[config.mk]
export PLATFORM = sky130hd
export DESIGN_NAME = mem_ctrl_flat
export DESIGN_NICKNAME = d
export VERILOG_FILES = /design/src/rtl/mem_ctrl_if.sv /design/src/rtl/mem_ctrl.sv /design/src/flat_wrapper.sv
export SDC_FILE = /design/constraint.sdc
export NUM_CORES = 1
export LEC_CHECK = 0
export BUFFER_PORTS_ARGS = -buffer_cell sky130_fd_sc_hd__buf_2
export CORE_ASPECT_RATIO = 1.5
export CORE_UTILIZATION = 30
export DETAILED_ROUTE_END_ITERATION = 16
export HOLD_SLACK_MARGIN = 0.05
export SLEW_MARGIN = 15
export SYNTH_ARGS = -nofsm -noshare
export SYNTH_HDL_FRONTEND = slang
export SYNTH_SLANG_ARGS = --single-unit
[constraint.sdc]
create_clock -name clk -period 3.1 [get_ports clk]
set_input_delay 0.155 -clock clk [delete_from_list [all_inputs] [get_ports clk]]
set_output_delay 0.155 -clock clk [all_outputs]
set_load 0.02 [all_outputs]
[src/rtl/mem_ctrl_if.sv]
// Core-side request/response and byte-wide RAM signals for mem_ctrl.
// io_buffer_full_i exists only when MEM_CTRL_IO_FULL_EN is defined.
interface mem_ctrl_if #(parameter int ADDR_W = 32);
    logic              if_req_i;
    logic [31:0]       if_addr_i;
    logic              if_done_o;
    logic [31:0]       if_data_o;
    logic              mem_r_req_i;
    logic              mem_w_req_i;
    logic [31:0]       mem_addr_i;
    logic [31:0]       mem_w_data_i;
    logic [1:0]        mem_state_i;
    logic              mem_done_o;
    logic [31:0]       mem_r_data_o;
    logic [7:0]        ram_din_i;
    logic [7:0]        ram_dout_o;
    logic [ADDR_W-1:0] ram_a_o;
    logic              ram_wr_o;
`ifdef MEM_CTRL_IO_FULL_EN
    logic              io_buffer_full_i;

    modport master (
        output if_req_i, if_addr_i, mem_r_req_i, mem_w_req_i, mem_addr_i,
               mem_w_data_i, mem_state_i, ram_din_i, io_buffer_full_i,
        input  if_done_o, if_data_o, mem_done_o, mem_r_data_o,
               ram_dout_o, ram_a_o, ram_wr_o
    );
    modport slave (
        input  if_req_i, if_addr_i, mem_r_req_i, mem_w_req_i, mem_addr_i,
               mem_w_data_i, mem_state_i, ram_din_i, io_buffer_full_i,
        output if_done_o, if_data_o, mem_done_o, mem_r_data_o,
               ram_dout_o, ram_a_o, ram_wr_o
    );
`else
    modport master (
        output if_req_i, if_addr_i, mem_r_req_i, mem_w_req_i, mem_addr_i,
               mem_w_data_i, mem_state_i, ram_din_i,
        input  if_done_o, if_data_o, mem_done_o, mem_r_data_o,
               ram_dout_o, ram_a_o, ram_wr_o
    );
    modport slave (
        input  if_req_i, if_addr_i, mem_r_req_i, mem_w_req_i, mem_addr_i,
               mem_w_data_i, mem_state_i, ram_din_i,
        output if_done_o, if_data_o, mem_done_o, mem_r_data_o,
               ram_dout_o, ram_a_o, ram_wr_o
    );
`endif
endinterface

[src/rtl/mem_ctrl.sv]
// Purpose: arbitrates IF fetches and MEM loads/stores onto a byte-wide synchronous RAM (MEM_CTRL_IO_FULL_EN adds I/O store blocking).
// Latency: read done at T+n+2, write done at T+n+1 after the IDLE sample cycle T (n = 1/2/4 bytes).
// Backpressure: requests are only sampled in IDLE; requesters hold until their done pulse.
module mem_ctrl #(
    parameter int ADDR_W = 32
) (
    input  logic      clk,
    input  logic      rst,
    mem_ctrl_if.slave bus
);

    typedef enum logic [1:0] {IDLE, READ, WRITE, DONE} state_t;

    state_t            state_q, state_d;
    logic [2:0]        cnt_q, cnt_d;
    logic [2:0]        len_q, len_d;
    logic              fetch_q, fetch_d;
    logic [ADDR_W-1:0] base_q, base_d;
    logic [31:0]       wdat_q, wdat_d;
    logic [31:0]       rbuf_q, rbuf_d;
    logic              if_done_q, if_done_d;
    logic              mem_done_q, mem_done_d;
    logic [31:0]       if_data_q, if_data_d;
    logic [31:0]       mem_data_q, mem_data_d;
    logic [ADDR_W-1:0] ram_a_q, ram_a_d;
    logic [7:0]        ram_dout_q, ram_dout_d;
    logic              ram_wr_q, ram_wr_d;

    logic              store_ok;
    logic [1:0]        cap_idx;
    logic [1:0]        nxt_idx;
    logic [ADDR_W-1:0] nxt_addr;

    function automatic logic [2:0] size_len(input logic [1:0] sz);
        case (sz)
            2'b00:   return 3'd1;
            2'b01:   return 3'd2;
            default: return 3'd4;
        endcase
    endfunction

    // Stores to the I/O window wait while the I/O buffer is full; loads never do.
`ifdef MEM_CTRL_IO_FULL_EN
    assign store_ok = bus.mem_w_req_i &&
                      !(bus.io_buffer_full_i && (bus.mem_addr_i[17:16] == 2'b11));
`else
    assign store_ok = bus.mem_w_req_i;
`endif

    // cnt_q counts cycles spent in READ/WRITE; reads capture one cycle behind the address.
    assign cap_idx  = cnt_q[1:0] - 2'd1;
    assign nxt_idx  = cnt_q[1:0] + 2'd1;
    assign nxt_addr = base_q + ADDR_W'(cnt_q + 3'd1);

    always_comb begin
        state_d    = state_q;
        cnt_d      = cnt_q;
        len_d      = len_q;
        fetch_d    = fetch_q;
        base_d     = base_q;
        wdat_d     = wdat_q;
        rbuf_d     = rbuf_q;
        if_done_d  = 1'b0;
        mem_done_d = 1'b0;
        if_data_d  = if_data_q;
        mem_data_d = mem_data_q;
        ram_a_d    = ram_a_q;
        ram_dout_d = ram_dout_q;
        ram_wr_d   = 1'b0;

        case (state_q)
            IDLE: begin
                cnt_d  = 3'd0;
                rbuf_d = 32'd0;
                if (store_ok) begin
                    state_d    = WRITE;
                    fetch_d    = 1'b0;
                    len_d      = size_len(bus.mem_state_i);
                    base_d     = bus.mem_addr_i[ADDR_W-1:0];
                    wdat_d     = bus.mem_w_data_i;
                    ram_wr_d   = 1'b1;
                    ram_a_d    = bus.mem_addr_i[ADDR_W-1:0];
                    ram_dout_d = bus.mem_w_data_i[7:0];
                end else if (bus.mem_r_req_i) begin
                    state_d = READ;
                    fetch_d = 1'b0;
                    len_d   = size_len(bus.mem_state_i);
                    base_d  = bus.mem_addr_i[ADDR_W-1:0];
                    ram_a_d = bus.mem_addr_i[ADDR_W-1:0];
                end else if (bus.if_req_i) begin
                    state_d = READ;
                    fetch_d = 1'b1;
                    len_d   = 3'd4;
                    base_d  = bus.if_addr_i[ADDR_W-1:0];
                    ram_a_d = bus.if_addr_i[ADDR_W-1:0];
                end
            end
            READ: begin
                cnt_d = cnt_q + 3'd1;
                if (cnt_q != 3'd0) begin
                    rbuf_d[{cap_idx, 3'b000} +: 8] = bus.ram_din_i;
                end
                if ((cnt_q + 3'd1) < len_q) begin
                    ram_a_d = nxt_addr;
                end
                if (cnt_q == len_q) begin
                    state_d = DONE;
                    if (fetch_q) begin
                        if_done_d = 1'b1;
                        if_data_d = rbuf_d;
                    end else begin
                        mem_done_d = 1'b1;
                        mem_data_d = rbuf_d;
                    end
                end
            end
            WRITE: begin
                if ((cnt_q + 3'd1) < len_q) begin
                    cnt_d      = cnt_q + 3'd1;
                    ram_wr_d   = 1'b1;
                    ram_a_d    = nxt_addr;
                    ram_dout_d = wdat_q[{nxt_idx, 3'b000} +: 8];
                end else begin
                    state_d    = DONE;
                    mem_done_d = 1'b1;
                end
            end
            DONE: begin
                state_d = IDLE;
            end
            default: begin
                state_d = IDLE;
            end
        endcase
    end

    always_ff @(posedge clk) begin
        if (rst) begin
            state_q    <= IDLE;
            cnt_q      <= 3'd0;
            len_q      <= 3'd0;
            fetch_q    <= 1'b0;
            base_q     <= '0;
            wdat_q     <= 32'd0;
            rbuf_q     <= 32'd0;
            if_done_q  <= 1'b0;
            mem_done_q <= 1'b0;
            if_data_q  <= 32'd0;
            mem_data_q <= 32'd0;
            ram_a_q    <= '0;
            ram_dout_q <= 8'd0;
            ram_wr_q   <= 1'b0;
        end else begin
            state_q    <= state_d;
            cnt_q      <= cnt_d;
            len_q      <= len_d;
            fetch_q    <= fetch_d;
            base_q     <= base_d;
            wdat_q     <= wdat_d;
            rbuf_q     <= rbuf_d;
            if_done_q  <= if_done_d;
            mem_done_q <= mem_done_d;
            if_data_q  <= if_data_d;
            mem_data_q <= mem_data_d;
            ram_a_q    <= ram_a_d;
            ram_dout_q <= ram_dout_d;
            ram_wr_q   <= ram_wr_d;
        end
    end

    assign bus.if_done_o    = if_done_q;
    assign bus.if_data_o    = if_data_q;
    assign bus.mem_done_o   = mem_done_q;
    assign bus.mem_r_data_o = mem_data_q;
    assign bus.ram_a_o      = ram_a_q;
    assign bus.ram_dout_o   = ram_dout_q;
    assign bus.ram_wr_o     = ram_wr_q;

endmodule

[src/flat_wrapper.sv]
// flat-port wrapper written by rule: the top's interface ports become plain ports
module mem_ctrl_flat 
#(
    parameter int ADDR_W = 32
)
  (clk, rst, bus_if_req_i, bus_if_addr_i, bus_mem_r_req_i, bus_mem_w_req_i, bus_mem_addr_i, bus_mem_w_data_i, bus_mem_state_i, bus_ram_din_i, bus_if_done_o, bus_if_data_o, bus_mem_done_o, bus_mem_r_data_o, bus_ram_dout_o, bus_ram_a_o, bus_ram_wr_o);
  mem_ctrl_if #(.ADDR_W(ADDR_W)) bus_i ();
  input  logic clk;
  input  logic rst;
  input wire logic [$bits(bus_i.if_req_i)-1:0] bus_if_req_i;
  input wire logic [$bits(bus_i.if_addr_i)-1:0] bus_if_addr_i;
  input wire logic [$bits(bus_i.mem_r_req_i)-1:0] bus_mem_r_req_i;
  input wire logic [$bits(bus_i.mem_w_req_i)-1:0] bus_mem_w_req_i;
  input wire logic [$bits(bus_i.mem_addr_i)-1:0] bus_mem_addr_i;
  input wire logic [$bits(bus_i.mem_w_data_i)-1:0] bus_mem_w_data_i;
  input wire logic [$bits(bus_i.mem_state_i)-1:0] bus_mem_state_i;
  input wire logic [$bits(bus_i.ram_din_i)-1:0] bus_ram_din_i;
  output wire logic [$bits(bus_i.if_done_o)-1:0] bus_if_done_o;
  output wire logic [$bits(bus_i.if_data_o)-1:0] bus_if_data_o;
  output wire logic [$bits(bus_i.mem_done_o)-1:0] bus_mem_done_o;
  output wire logic [$bits(bus_i.mem_r_data_o)-1:0] bus_mem_r_data_o;
  output wire logic [$bits(bus_i.ram_dout_o)-1:0] bus_ram_dout_o;
  output wire logic [$bits(bus_i.ram_a_o)-1:0] bus_ram_a_o;
  output wire logic [$bits(bus_i.ram_wr_o)-1:0] bus_ram_wr_o;
  assign bus_i.if_req_i = bus_if_req_i;
  assign bus_i.if_addr_i = bus_if_addr_i;
  assign bus_i.mem_r_req_i = bus_mem_r_req_i;
  assign bus_i.mem_w_req_i = bus_mem_w_req_i;
  assign bus_i.mem_addr_i = bus_mem_addr_i;
  assign bus_i.mem_w_data_i = bus_mem_w_data_i;
  assign bus_i.mem_state_i = bus_mem_state_i;
  assign bus_i.ram_din_i = bus_ram_din_i;
  assign bus_if_done_o = bus_i.if_done_o;
  assign bus_if_data_o = bus_i.if_data_o;
  assign bus_mem_done_o = bus_i.mem_done_o;
  assign bus_mem_r_data_o = bus_i.mem_r_data_o;
  assign bus_ram_dout_o = bus_i.ram_dout_o;
  assign bus_ram_a_o = bus_i.ram_a_o;
  assign bus_ram_wr_o = bus_i.ram_wr_o;
  mem_ctrl #(.ADDR_W(ADDR_W)) u_core (.clk(clk), .rst(rst), .bus(bus_i));
endmodule
# == Word level (Yosys, flattened, before mapping) ==
# Index checks and enable logic that the tools add are counted.
# totals
ff_bits,212
memories,0
mem_bits_ro,0
mem_bits_rw,0
word_cells,90
input_bits,111
out_inout_bits,107
latch_bits,0
# op_classes
muxes,34
n_eq_ne,11
add_sub_neg,6
order_cmp,1
reduce_logical,18
multipliers,0
n_bitwise,3
n_div,0
shifts,3
# ops
operator,count
$mux W32,5
$pmux W32 S2,2
$add A32 B32 Y32,1
$bwmux W32,1
$shift A8 B7 Y32 const A,1
$shiftx A32 B6 Y8,1
$shiftx A8 B7 Y32,1
$mux W8,2
$pmux W8 S2,1
$reduce_and A3 Y1,5
$mux W3,4
$mux W2,5
$mux W1,9
$pmux W3 S3,1
$reduce_bool A3 Y1,3
$pmux W2 S4,1
$neg A5 Y7,1
$ne A2 B1 Y1 const B,3
$pmux W3 S2,1
$reduce_and A2 Y1,3
$reduce_bool A2 Y1,3
$add A3 B1 Y4 const B,1
$eq A2 B1 Y1 const B,2
$eq A2 B2 Y1 const B,2
other kinds (12),17

# == Longest topological paths before layout ==
# depth
depth_word,6
ltp_mapped,11
ltp_nobuf,8

# == Worst setup path after synthesis ==
# Ideal clock, no wire load.
# synth_path
path_type,reg2reg
startpoint,reg u_core.cnt_q[0]
endpoint,"reg u_core.ram_a_q[4], in the netlist u_core.bus.ram_a_o[4]"
arrival_time_ps,2980
path_slack_ps,33
path_buffers,2
setup_time_ps,87
stages_incl_launch_ff,11
cell_sequence,dfxtp_1 -> buf_2 -> inv_2 -> ha_1 -> fa_1 -> a211oi_1 -> or2_1 -> clkbuf_1 -> xnor2_1 -> a21oi_1 -> o31ai_1
# synth_between
elab_chain_len,4
word_cells_on_any_way,8
classes_between,3 x add/sub; 1 x order compare; 1 x eq/ne; 2 x mux; 1 x reduce/logical
# synth_rtl
element,line,rtl
"start, declared",mem_ctrl.sv:15,"logic [2:0] cnt_q, cnt_d;"
"start signal, assigned",mem_ctrl.sv:155,cnt_q <= cnt_d;
$add A3 B1 Y4 or $add A3 B1 Y3 (tied branches),"mem_ctrl.sv:53, mem_ctrl.sv:103, mem_ctrl.sv:118",
$add A32 B32 Y32 or $lt A3 B3 Y1 (tied branches),"mem_ctrl.sv:53, mem_ctrl.sv:103, mem_ctrl.sv:118",
$mux W32 or $ne A2 B1 Y1 (tied branches),-,
$pmux W32 S2 or $reduce_and A3 Y1 (tied branches),-,
"end signal, assigned",mem_ctrl.sv:165,ram_a_q <= ram_a_d;
"end, declared",mem_ctrl.sv:25,"logic [ADDR_W-1:0] ram_a_q, ram_a_d;"
# Parallel ways exist; a longest one is shown, timed or not. The select of a mux whose other input is x is not followed.
# A chain may end at the register's enable or synchronous reset.

# == Final worst setup path ==
# layout_path
startpoint,reg u_core.cnt_q[0]
endpoint,"reg u_core.ram_a_q[31], in the netlist u_core.bus.ram_a_o[31]"
# The elaborated chain is that of the path after synthesis.

==> out/qor.yml <==
cts_setup_buffers: 0
place_hpwl_um: 20590
drc: 0
multi_input_area_um2: 4977
grt_overflow: 0
grt_max_degree: 84
cp-start-kind: "register"
yosysWarnings: 0
avgSynthCellArea_um2: 8.864
cap_viol_max_count: 0
hold_viol: 0
drtPass1Iterations: 5
cp_max_fo: 15
layout-drive-gt1-share_pct: 22.98
tritoncts: "built"
stdcell_area_um2: 12330
cts_sinks: 212
clock_path_buffers: 3
nets: 1442
ys_ff_latch: 212
wl_per_cell_um: 16.99
rsz0062_at_grt: "no"
synth_edf_count: 0
cp.arrival_ns: 3.09
setup_violations: 0
grtUsageTotal_pct: 17.70
fin_util_pct: 39.47
power_frac_comb_pct: 42.0
timing.setup.tns_ns: 0
syn_nets: 1214
post_synth_inst_count: 1085
grt_use_met2_pct: 31.86
portBuffers: 217
antenna_found_initial: 1
fin_crit_ns: 2.740
initial_core_util_pct: 30.79
grtUsageMet3_pct: 2.598
power_frac_seq_pct: 33.8
endpoint_kind: "register"
switching_power_mw: 4.570
r2r_cells: 10
status: "finished, final reports clean"
numCtsBuffers: 22
worst_slew_pin_slew_ns: 0.8557
leakagePower_nw: 4.892
dpl_worst_slack_ns: 0.3937
routed_wl_um: 29470
drt-initial-drc-count: 477
ios: 218
fill_cells: 3184
die_x_um: 148.2
crit_type: "reg2reg"
place_congestion: 0.7913
relSlewSlack_pct: 41.48
grt-busiest-layer: "met2"
cts-htree-levels: 1
internal_power_mw: 6.789
cts-root-buf: "clkbuf_16"
clkTransAtPathRegs_ns: 0.06
timing.fmax_ghz: 0.3650
worstReg2RegStart: "u_core.cnt_q[0]"
vias: 8790
grt_pass1_vias: 8526
synth-seq-area-share_pct: 44.13
fp.dieH_um: 221.3
min-delay-start: "bus_if_addr_i[8]"
clk_latency_ns: 0.51
power_density_nw_per_um2: 921.3
postRouteAntennaNets: 0
hp-class: "in2reg"
use_met1_pct: 20.59
clock_skew_ns: 0.008720
swShare_pct: 40.23
worst_ep_required_time_ns: 3.45
min_period_over_period_pct: 88.39
synth.distinct_cells: 60
critPathLaunch: "u_core.cnt_q[0]"
avgViaCountPerCell: 5.069
area_growth_pct: 28.19
grt_first_pass_wirelength_um: 46340
setup_ws_ns: 0.3600
timing.final.max_slew_violations: 0
async_flop_share_pct: 0
ir_drop_uv: 482.6
dieArea_um2: 32790
hold-worst-slack_ns: 0.05785
register_area_um2: 4244
p_clk_share_pct: 24.2
row_count: 79
dpl_cell_area_um2: 11100
synth_flop_cell: "dfxtp_1"
core-area_um2: 31240
synthesis.area_um2: 9618
min_delay_path_depth: 3
## cell usage after synthesis (2+ instances only)
| cell | instances | area [um2] |
|---|---|---|
| a2111oi_0 | 2 | 17.52 |
| a211oi_1 | 100 | 750.7 |
| a21oi_1 | 85 | 425.4 |
| a22oi_1 | 33 | 247.7 |
| a311oi_1 | 8 | 70.07 |
| and2_1 | 27 | 168.9 |
| and3_1 | 3 | 18.77 |
| and4_1 | 5 | 43.79 |
| buf_1 | 9 | 33.78 |
| buf_2 | 20 | 100.1 |
| buf_4 | 2 | 15.01 |
| clkbuf_1 | 57 | 214.0 |
| dfxtp_1 | 212 | 4244 |
| ha_1 | 17 | 212.7 |
| inv_1 | 9 | 33.78 |
| mux2i_1 | 41 | 410.4 |
| mux4_2 | 8 | 180.2 |
| nand2_1 | 96 | 360.4 |
| nand2b_1 | 11 | 68.82 |
| nand3_1 | 9 | 45.04 |
| nand3b_1 | 32 | 240.2 |
| nand4_1 | 7 | 43.79 |
| nor2_1 | 127 | 476.7 |
| nor3_1 | 23 | 115.1 |
| nor3b_1 | 3 | 22.52 |
| nor4_1 | 5 | 31.28 |
| nor4_2 | 6 | 75.07 |
| nor4b_1 | 2 | 17.52 |
| o211ai_1 | 3 | 22.52 |
| o21a_1 | 4 | 30.03 |
| o21ai_0 | 30 | 150.1 |
| o21ai_1 | 3 | 15.01 |
| o21bai_1 | 2 | 15.01 |
| o22ai_1 | 20 | 125.1 |
| o31ai_1 | 2 | 15.01 |
| or2_1 | 4 | 25.02 |
| or3_1 | 2 | 12.51 |
| or4_1 | 3 | 22.52 |
| or4_4 | 2 | 22.52 |
| xnor2_1 | 25 | 219.0 |
| xor2_1 | 7 | 61.31 |
## sequential cells by signal, indices dropped and copies added, names as in the netlist
signal and cells:
u_core.base_q 32, u_core.len_q 3, u_core.fetch_q 1, u_core.bus.mem_r_data_o 32, u_core.rbuf_q 32, u_core.bus.ram_dout_o 8, u_core.bus.ram_a_o 32, u_core.bus.mem_done_o 1
u_core.state_q 2, u_core.bus.ram_wr_o 1, u_core.cnt_q 3, u_core.bus.if_done_o 1, u_core.bus.if_data_o 32, u_core.wdat_q 32
## area by class of cell
cell class / instances / share of cell area [%]
Antenna cell: 2 / 0.04059
Clock buffer: 33 / 5.379
Clock inverter: 5 / 0.6393
Inverter: 11 / 0.3349
Multi-Input combinational cell: 774 / 40.37
Sequential cell: 212 / 34.42
Tap cell: 405 / 4.110
Timing Repair Buffer: 292 / 14.70
## power by group through the flow
stage | combinational (mW) | sequential [mW] | clock, mW
2_1_floorplan | 2.90 | 4.25 | 0
3_3_place_gp | 4.68 | 3.89 | 0
3_5_place_dp | 4.76 | 3.89 | 0
4_1_cts | 4.82 | 3.84 | 2.82
5_1_grt | 5.30 | 3.92 | 2.92
6_report | 4.77 | 3.84 | 2.75
## repair_timing
item	in CTS	in global routing
resized for setup	0	0
endpoints found under the hold margin	48	0
hold buffers	48	0
## final timing paths
path                                 end  slack [ns]
setup / recovery  u_core.bus.ram_a_o[31]        0.36
hold / removal          u_core.base_q[8]        0.06
setup reg to reg  u_core.bus.ram_a_o[31]        0.36
hold reg to reg        u_core.wdat_q[27]        0.45
## cell usage in the layout (no fill, tap or decap), drive strengths merged, types with 7 or more instances in the layout
master	n
xor2	7
clkbuf	33
buf	244
a22oi	33
nor4	11
nand3b	32
mux2i	41
a21oi	85
mux4	8
nand3	10
dlygate4sd3	48
xnor2	25
nand4	7
ha	17
nand2	96
and2	27
nor2	127
a311oi	8
dfxtp	212
inv	10
nor3	24
a211oi	100
o21ai	33
o22ai	21
nand2b	11
## metal layers
layer  vias up  share of wire [%]
li1       4383                  -
met1      4080                 41
met2       268                 52
met3        59                4.6
met4         0                3.3
met5         -                  0
## cells by family after synthesis
logic type | count (synthesis) | synth area share (%)
xor+xnor | 32 | 2.914
simple gates | 373 | 19.63
flops | 212 | 44.13
fa+ha+maj | 18 | 2.420
buf+inv | 99 | 4.202
compound gates | 301 | 20.45
mux | 50 | 6.257
## through the flow
step / cells / total power, mW
floorplan: 1085 / 7.150
global placement: 1646 / 8.571
detailed placement: 1646 / 8.647
CTS: 1732 / 11.48
global route: 1733 / 12.14
finish: 1734 / 11.36
## critical path, cell delays in order, from the launching register on
cell and delay [ns]:
dfxtp_1 0.36, buf_4 0.18, ha_1 0.22, xor2_1 0.24
ha_1 0.29, o21a_1 0.19, o31a_1 0.11, or2_1 0.41
buf_4 0.29, a21oi_1 0.18, o22ai_1 0.10
Power figures use the tool's default switching activity.
